`src/rtl/mem_frame_arbiter.sv`:
```
// Frame-locked round-robin arbiter: N receive ports onto one memory write port; SOF grant costs one idle cycle, words then flow 1/cycle through one output register.
// Backpressure: i_mem_ready low holds the output word and deasserts o_ready of the granted port only; truncated frame tails are flushed.
module mem_frame_arbiter #(
    parameter int pPORT_WIDTH = 4,
    parameter int pDATA_WIDTH = 32,
    parameter int pMAX_WORDS  = 380
) (
    input  logic                               i_clk,
    input  logic                               i_reset,
    input  logic [pPORT_WIDTH-1:0]             i_valid,
    output logic [pPORT_WIDTH-1:0]             o_ready,
    input  logic [pPORT_WIDTH*pDATA_WIDTH-1:0] i_data,
    input  logic [pPORT_WIDTH*2-1:0]           i_info,
    input  logic [pPORT_WIDTH*2-1:0]           i_extra_byte,
    output logic [pDATA_WIDTH-1:0]             o_data,
    output logic [$clog2(pPORT_WIDTH)-1:0]     o_port_num,
    output logic                               o_en_mem,
    input  logic                               i_mem_ready,
    output logic [1:0]                         o_info_port,
    output logic [1:0]                         o_extra_byte,
    output logic                               o_trunc,
    output logic                               o_protocol_err
);
    localparam int PW = $clog2(pPORT_WIDTH);
    localparam int CW = $clog2(pMAX_WORDS + 1);

    typedef enum logic [1:0] {
        ST_IDLE  = 2'd0,
        ST_LOCK  = 2'd1,
        ST_FLUSH = 2'd2
    } state_t;

    state_t                 state_q, state_d;
    logic [PW-1:0]          grant_q, grant_d;
    logic [PW-1:0]          rptr_q, rptr_d;
    logic [CW-1:0]          cnt_q, cnt_d;
    logic                   en_q, en_d;
    logic [pDATA_WIDTH-1:0] data_q, data_d;
    logic [PW-1:0]          port_q, port_d;
    logic [1:0]             info_q, info_d;
    logic [1:0]             xb_q, xb_d;
    logic                   trunc_q, trunc_d;
    logic                   perr_q, perr_d;

    logic [pDATA_WIDTH-1:0] data_p [pPORT_WIDTH];
    logic [1:0]             info_p [pPORT_WIDTH];
    logic [1:0]             xb_p   [pPORT_WIDTH];

    for (genvar p = 0; p < pPORT_WIDTH; p++) begin : g_unpack
        assign data_p[p] = i_data[p*pDATA_WIDTH +: pDATA_WIDTH];
        assign info_p[p] = i_info[p*2 +: 2];
        assign xb_p[p]   = i_extra_byte[p*2 +: 2];
    end

    logic [pPORT_WIDTH-1:0] rdy_c;
    logic                   lock_rdy;
    logic                   sof_hit;
    logic [PW-1:0]          sel;
    logic [PW-1:0]          cand;
    logic [PW-1:0]          next_g;
    logic [1:0]             acc_info;
    int                     idx;

    assign lock_rdy = !en_q || i_mem_ready;
    assign next_g   = (grant_q == PW'(pPORT_WIDTH - 1)) ? '0 : grant_q + 1'b1;

    always_comb begin
        state_d  = state_q;
        grant_d  = grant_q;
        rptr_d   = rptr_q;
        cnt_d    = cnt_q;
        en_d     = en_q && !i_mem_ready;
        data_d   = data_q;
        port_d   = port_q;
        info_d   = info_q;
        xb_d     = xb_q;
        trunc_d  = 1'b0;
        perr_d   = 1'b0;
        rdy_c    = '0;
        sof_hit  = 1'b0;
        sel      = rptr_q;
        cand     = '0;
        acc_info = '0;
        idx      = 0;

        case (state_q)
            ST_IDLE: begin
                // First SOF found scanning from the round-robin pointer wins the frame.
                for (int i = 0; i < pPORT_WIDTH; i++) begin
                    idx = int'(rptr_q) + i;
                    if (idx >= pPORT_WIDTH) begin
                        idx = idx - pPORT_WIDTH;
                    end
                    cand = PW'(idx);
                    if (!sof_hit && i_valid[cand] && info_p[cand][0]) begin
                        sof_hit = 1'b1;
                        sel     = cand;
                    end
                end
                // Stray mid-frame words seen while idle are drained and reported.
                for (int p = 0; p < pPORT_WIDTH; p++) begin
                    if (i_valid[p] && !info_p[p][0]) begin
                        rdy_c[p] = 1'b1;
                        perr_d   = 1'b1;
                    end
                end
                if (sof_hit) begin
                    state_d = ST_LOCK;
                    grant_d = sel;
                    cnt_d   = '0;
                end
            end

            ST_LOCK: begin
                rdy_c[grant_q] = lock_rdy;
                if (i_valid[grant_q] && lock_rdy) begin
                    acc_info = info_p[grant_q];
                    if (cnt_q != '0 && acc_info[0]) begin
                        acc_info[0] = 1'b0;
                        perr_d      = 1'b1;
                    end
                    if (cnt_q != CW'(pMAX_WORDS)) begin
                        cnt_d = cnt_q + 1'b1;
                    end
                    if (acc_info[1]) begin
                        state_d = ST_IDLE;
                        rptr_d  = next_g;
                    end else if (cnt_q == CW'(pMAX_WORDS - 1)) begin
                        // Frame hit the length cap: close it on this word, drop the rest.
                        acc_info[1] = 1'b1;
                        trunc_d     = 1'b1;
                        rptr_d      = next_g;
                        state_d     = ST_FLUSH;
                    end
                    en_d   = 1'b1;
                    data_d = data_p[grant_q];
                    port_d = grant_q;
                    info_d = acc_info;
                    xb_d   = xb_p[grant_q];
                end
            end

            ST_FLUSH: begin
                rdy_c[grant_q] = 1'b1;
                if (i_valid[grant_q] && info_p[grant_q][1]) begin
                    state_d = ST_IDLE;
                end
            end

            default: begin
                state_d = ST_IDLE;
            end
        endcase
    end

    always_ff @(posedge i_clk) begin
        if (i_reset) begin
            state_q <= ST_IDLE;
            grant_q <= '0;
            rptr_q  <= '0;
            cnt_q   <= '0;
            en_q    <= 1'b0;
            data_q  <= '0;
            port_q  <= '0;
            info_q  <= '0;
            xb_q    <= '0;
            trunc_q <= 1'b0;
            perr_q  <= 1'b0;
        end else begin
            state_q <= state_d;
            grant_q <= grant_d;
            rptr_q  <= rptr_d;
            cnt_q   <= cnt_d;
            en_q    <= en_d;
            data_q  <= data_d;
            port_q  <= port_d;
            info_q  <= info_d;
            xb_q    <= xb_d;
            trunc_q <= trunc_d;
            perr_q  <= perr_d;
        end
    end

    // No word may be consumed from a port while the block is being reset.
    assign o_ready        = i_reset ? '0 : rdy_c;
    assign o_data         = data_q;
    assign o_port_num     = port_q;
    assign o_en_mem       = en_q;
    assign o_info_port    = info_q;
    assign o_extra_byte   = xb_q;
    assign o_trunc        = trunc_q;
    assign o_protocol_err = perr_q;

endmodule

```
`config.mk`:
```
export PLATFORM = sky130hd
export DESIGN_NAME = mem_frame_arbiter
export DESIGN_NICKNAME = d
export VERILOG_FILES = /design/src/rtl/mem_frame_arbiter.sv
export SDC_FILE = /design/constraint.sdc
export NUM_CORES = 1
export LEC_CHECK = 0
export BUFFER_PORTS_ARGS = -buffer_cell sky130_fd_sc_hd__buf_2
export CAP_MARGIN = 20
export CORE_ASPECT_RATIO = 0.75
export CORE_MARGIN = 3
export CORE_UTILIZATION = 40
export DETAILED_ROUTE_END_ITERATION = 12
export PLACE_DENSITY = 0.86
export SETUP_SLACK_MARGIN = 0.15
export SLEW_MARGIN = 20
export SYNTH_ARGS = -nofsm -noshare
export SYNTH_HDL_FRONTEND = slang
export SYNTH_SLANG_ARGS = --single-unit
```
`constraint.sdc`:
```
create_clock -name i_clk -period 1.95 [get_ports i_clk]
set_clock_uncertainty 0.2 [all_clocks]
set_input_delay 0.2925 -clock i_clk [delete_from_list [all_inputs] [get_ports i_clk]]
set_output_delay 0.2925 -clock i_clk [all_outputs]
set_load 0.01 [all_outputs]
```
==> key figures <==
Routing
  • Drt pass-1 iters: 5
  • Via count: approximately 3900
  • Vias per cell: 5.592
  • Remaining DRCs: 0
  • Drt initial violations: between 150 and 200
  • WL final: approximately 12000 µm
  • WL/cell: 17.09 µm
  • Post-DRT Antenna Nets: 0

Clock tree
  • Clk slew on worst S/H paths: about 0.07 ns
  • Clk_lat worst skew: 0.29 ns
  • H-Tree Depth: 2
  • Cts hold-fix bufs: 0
  • TritonCTS clock tree: done
  • CTS Buf Count: 5
  • Root buf cell: clkbuf_16
  • Sink Count: 56
  • Bufs on Longest Clock Path: 2

Power
  • Worst vdd ir: 0.3639 mV
  • Cell Pwr Density: between 600 and 700 nW/µm²
  • Lkg Pwr: roughly 2.3 nW

STA
  • PnR worst setup slack: -0.04208 ns
  • Rel. slew slack: 68.14%
  • Final setup fails: 28
  • Final Hold Fails: 0
  • Crit path time final: roughly 2 ns
  • TNS Setup: -0.3422 ns
  • Fmax: around 500 MHz
  • Hold slack: roughly 0.25 ns
  • Tcrit/Tclk final: 102.2%
  • Pins Over Slew Limit: 0
  • Setup repair after global routing missed its margin: yes
  • Worst Max-Slew Pin Slew: 0.4712 ns

Worst setup path
  • R2R Path Start: grant_q[0]$_SDFFE_PP0P_
  • Worst R2R Setup Slack: -0.04 ns
  • Critical path cell sequence: buf_6 > mux4_2 > a41oi_4 > buf_4 > buf_6 > a211oi_2
  • Critical path's top delay family: multiplexers
  • R2r worst-path depth: 6
  • Top cell by count, worst path: buf_6
  • RR Endpoint: o_info_port[1]$_SDFFE_PP0P_
  • CP required: ~1.9 ns
  • Critical path arrival: slightly below 2 ns
  • Crit Path Category: reg -> reg
  • WP buf/inv: 3
  • CP endpoint kind: flop
  • Slowest cell on crit path: mux4_2
  • Worst setup SP type: flop
  • CP Max Fanout: 6
  • Max stage delay on crit path: approximately 0.57 ns

Synth
  • Mean post-synth cell area: 9.305 µm²
  • Post-synthesis register bit count: between 50 and 60
  • Synth cell types: 57
  • Synth Flop Type: dfxtp_1
  • Top cells by area, synth: dfxtp_1 (32%), mux4_2 (23%), nand2_1 (9.3%)
  • Sequential share of the synthesized area: 31.54%
  • Cells after Synth: 382
  • Area share of the largest cell type after synthesis: a little under a third
  • Largest area contributor in the netlist: dfxtp_1
  • Ys Warns: 0
  • Post-synth EDFFs: 0
  • Synth Cell Area: around 3600 µm²
  • Async SR Flop Fraction: 0%
  • Synthesized netlist net count: 539

Floorplanning
  • Effective utilization at floorplan: approximately two fifths
  • Std-Cell Core Area: approximately 8600 µm²
  • Die height: ~88 µm
  • Die ar.: approximately 10000 µm²
  • Die W: approximately 110 µm
  • Row cnt: 29
  • # IOs: 196

GRT
  • Most used routing layer: met2
  • Largest net degree at the start of global routing: 28
  • Met2 Usage GRT: roughly 40%
  • Vias in the first global route: between 3000 and 4000
  • Met3 Track Usage GR: under 10%
  • First-pass GRT wire length: about 18000 µm
  • GRT Resource Usage Total: about 22%
  • Initial antenna violation count: 0
  • Met1 GRT Util: a little over a quarter
  • Congestion Overflow GR: 0

Min path
  • Hold Path Depth: 3
  • Hold path start: i_mem_ready
  • Tightest Hold Check Type: in -> reg
  • Hold Path End: o_en_mem$_SDFF_PP0_

Finish
  • ANT cells: 0
  • Layout Nets: roughly 750
  • Area growth, synth to finish: 52.94%
  • Cell area after layout: around 5400 µm²
  • Filler cells: 719
  • Share of cells above drive strength 1: roughly three fifths

Job
  • Maxcap violations: 0

Place
  • Routability cong.: 0.8349
  • Post-DP HPWL: approximately 9100 µm
  • Placed Instance Area: 4710 µm²
  • Input/output buffers: 195

Run status
  • Outcome: finished with violations
  • Failing checks: negative setup slack
-- synth_stat cells, types with 3 or more instances --
master and number:
nor3b_1 5, mux4_2 37, nand2_1 88, o22ai_1 3
nor2_1 11, dfxtp_1 56, a21oi_1 45, buf_6 4
nor3_1 5, nand3_1 8, and3_1 3, inv_1 12
clkbuf_1 13, buf_2 8, or4_1 3, o31ai_1 3
a2bb2oi_1 4, ha_1 6, nand2b_1 6, o21ai_0 4
a31oi_1 4, nand4_1 4
-- layout make-up --
type	count	area, µm²	area share [%]
multi-input combinational	284	2580	47.46
timing repair buffer	235	1370	25.20
sequential	56	1135	20.87
inverter	12	52.55	0.9666
clock buffer	6	128.9	2.371
clock inverter	2	35.03	0.6444
tap	108	135.1	2.486
-- worst register-to-register path: stages, from the launching register on --
cell	delay, ns
dfxtp_4	0.35
buf_6	0.12
mux4_2	0.57
a41oi_4	0.32
buf_4	0.19
buf_6	0.08
a211oi_2	0.04
-- per-stage QoR --
step / utilization [%] / instances / power, mW / setup slack (ns)
floorplan: - / 382 / 1.889 / 0.03270
global placement: 55.00 / 680 / 2.233 / 0.08594
detailed placement: 55.00 / 680 / 2.266 / 0.002808
CTS: 60.42 / 695 / 3.394 / -0.02241
global route: 63.49 / 703 / 3.662 / -0.1136
finish: 63.49 / 703 / 3.472 / -0.04208
-- cells in the final DEF (no fill, tap or decap), drive strengths merged, types with 4 or more instances in the layout --
master / n
buf: 234
nand2: 88
dfxtp: 56
a21oi: 47
mux4: 37
inv: 12
nor2: 11
nand3: 10
clkbuf: 7
nand2b: 6
o21ai: 6
ha: 6
nor3: 5
nor3b: 5
nand4: 4
a31oi: 4
a2bb2oi: 4
-- metal layers --
layer  up-vias  routed length, µm
met5         -                  0
met4         0                123
met3        16                907
met2       193               6354
met1      1873               4627
li1       1849                  -
-- how the worst max path moves through the flow --
stage,start,end,slack [ns],depth (start not counted)
detailed placement,cnt_q[0]$_SDFFE_PP0P_,cnt_q[4]$_SDFFE_PP0P_,0.003,7
global route,state_q[0]$_SDFFE_PP0P_,o_ready[0],-0.11,6
floorplan,grant_q[0]$_SDFFE_PP0P_,cnt_q[2]$_SDFFE_PP0P_,0.03,7
global placement,i_info[2],cnt_q[8]$_SDFFE_PP0P_,0.09,5
finish,grant_q[0]$_SDFFE_PP0P_,o_info_port[1]$_SDFFE_PP0P_,-0.04,6
CTS,grant_q[0]$_SDFFE_PP0P_,o_ready[0],-0.02,7
-- cells by family (layout without fill, tap and decap cells) --
kind of cell / Yosys count / in the layout / share of synthesized area, %
and+or+nand+nor: 152 / 152 / 20.52
AOI/OAI and AO/OA: 87 / 87 / 15.95
DFF: 56 / 56 / 31.54
buffers and inverters: 42 / 255 / 5.878
muxes: 39 / 39 / 24.01
adders and majority gates: 6 / 6 / 2.112
-- flip-flops by register name, summed over array words and instances (netlist names), 2 cells and up --
register,count
o_port_num,2
o_extra_byte,2
grant_q,2
o_data,32
state_q,2
rptr_q,2
o_info_port,2
cnt_q,9
-- where the power goes --
group          total, mW  switching (mW)  internal (mW)
registers           1.28          0.0536           1.22
clock network      0.999           0.394          0.605
logic               1.20           0.579          0.617
total               3.47            1.03           2.45
-- repair_timing --
item / CTS / global route
setup buffers: 6 / 7
endpoints found under the setup margin: 56 / 57
hold endpoints to repair: 0 / 0
gates cloned: 1 / 1
resized for setup: 67 / 39
pin swaps: 18 / 4
Note: power is estimated with default switching activity, not from simulation.
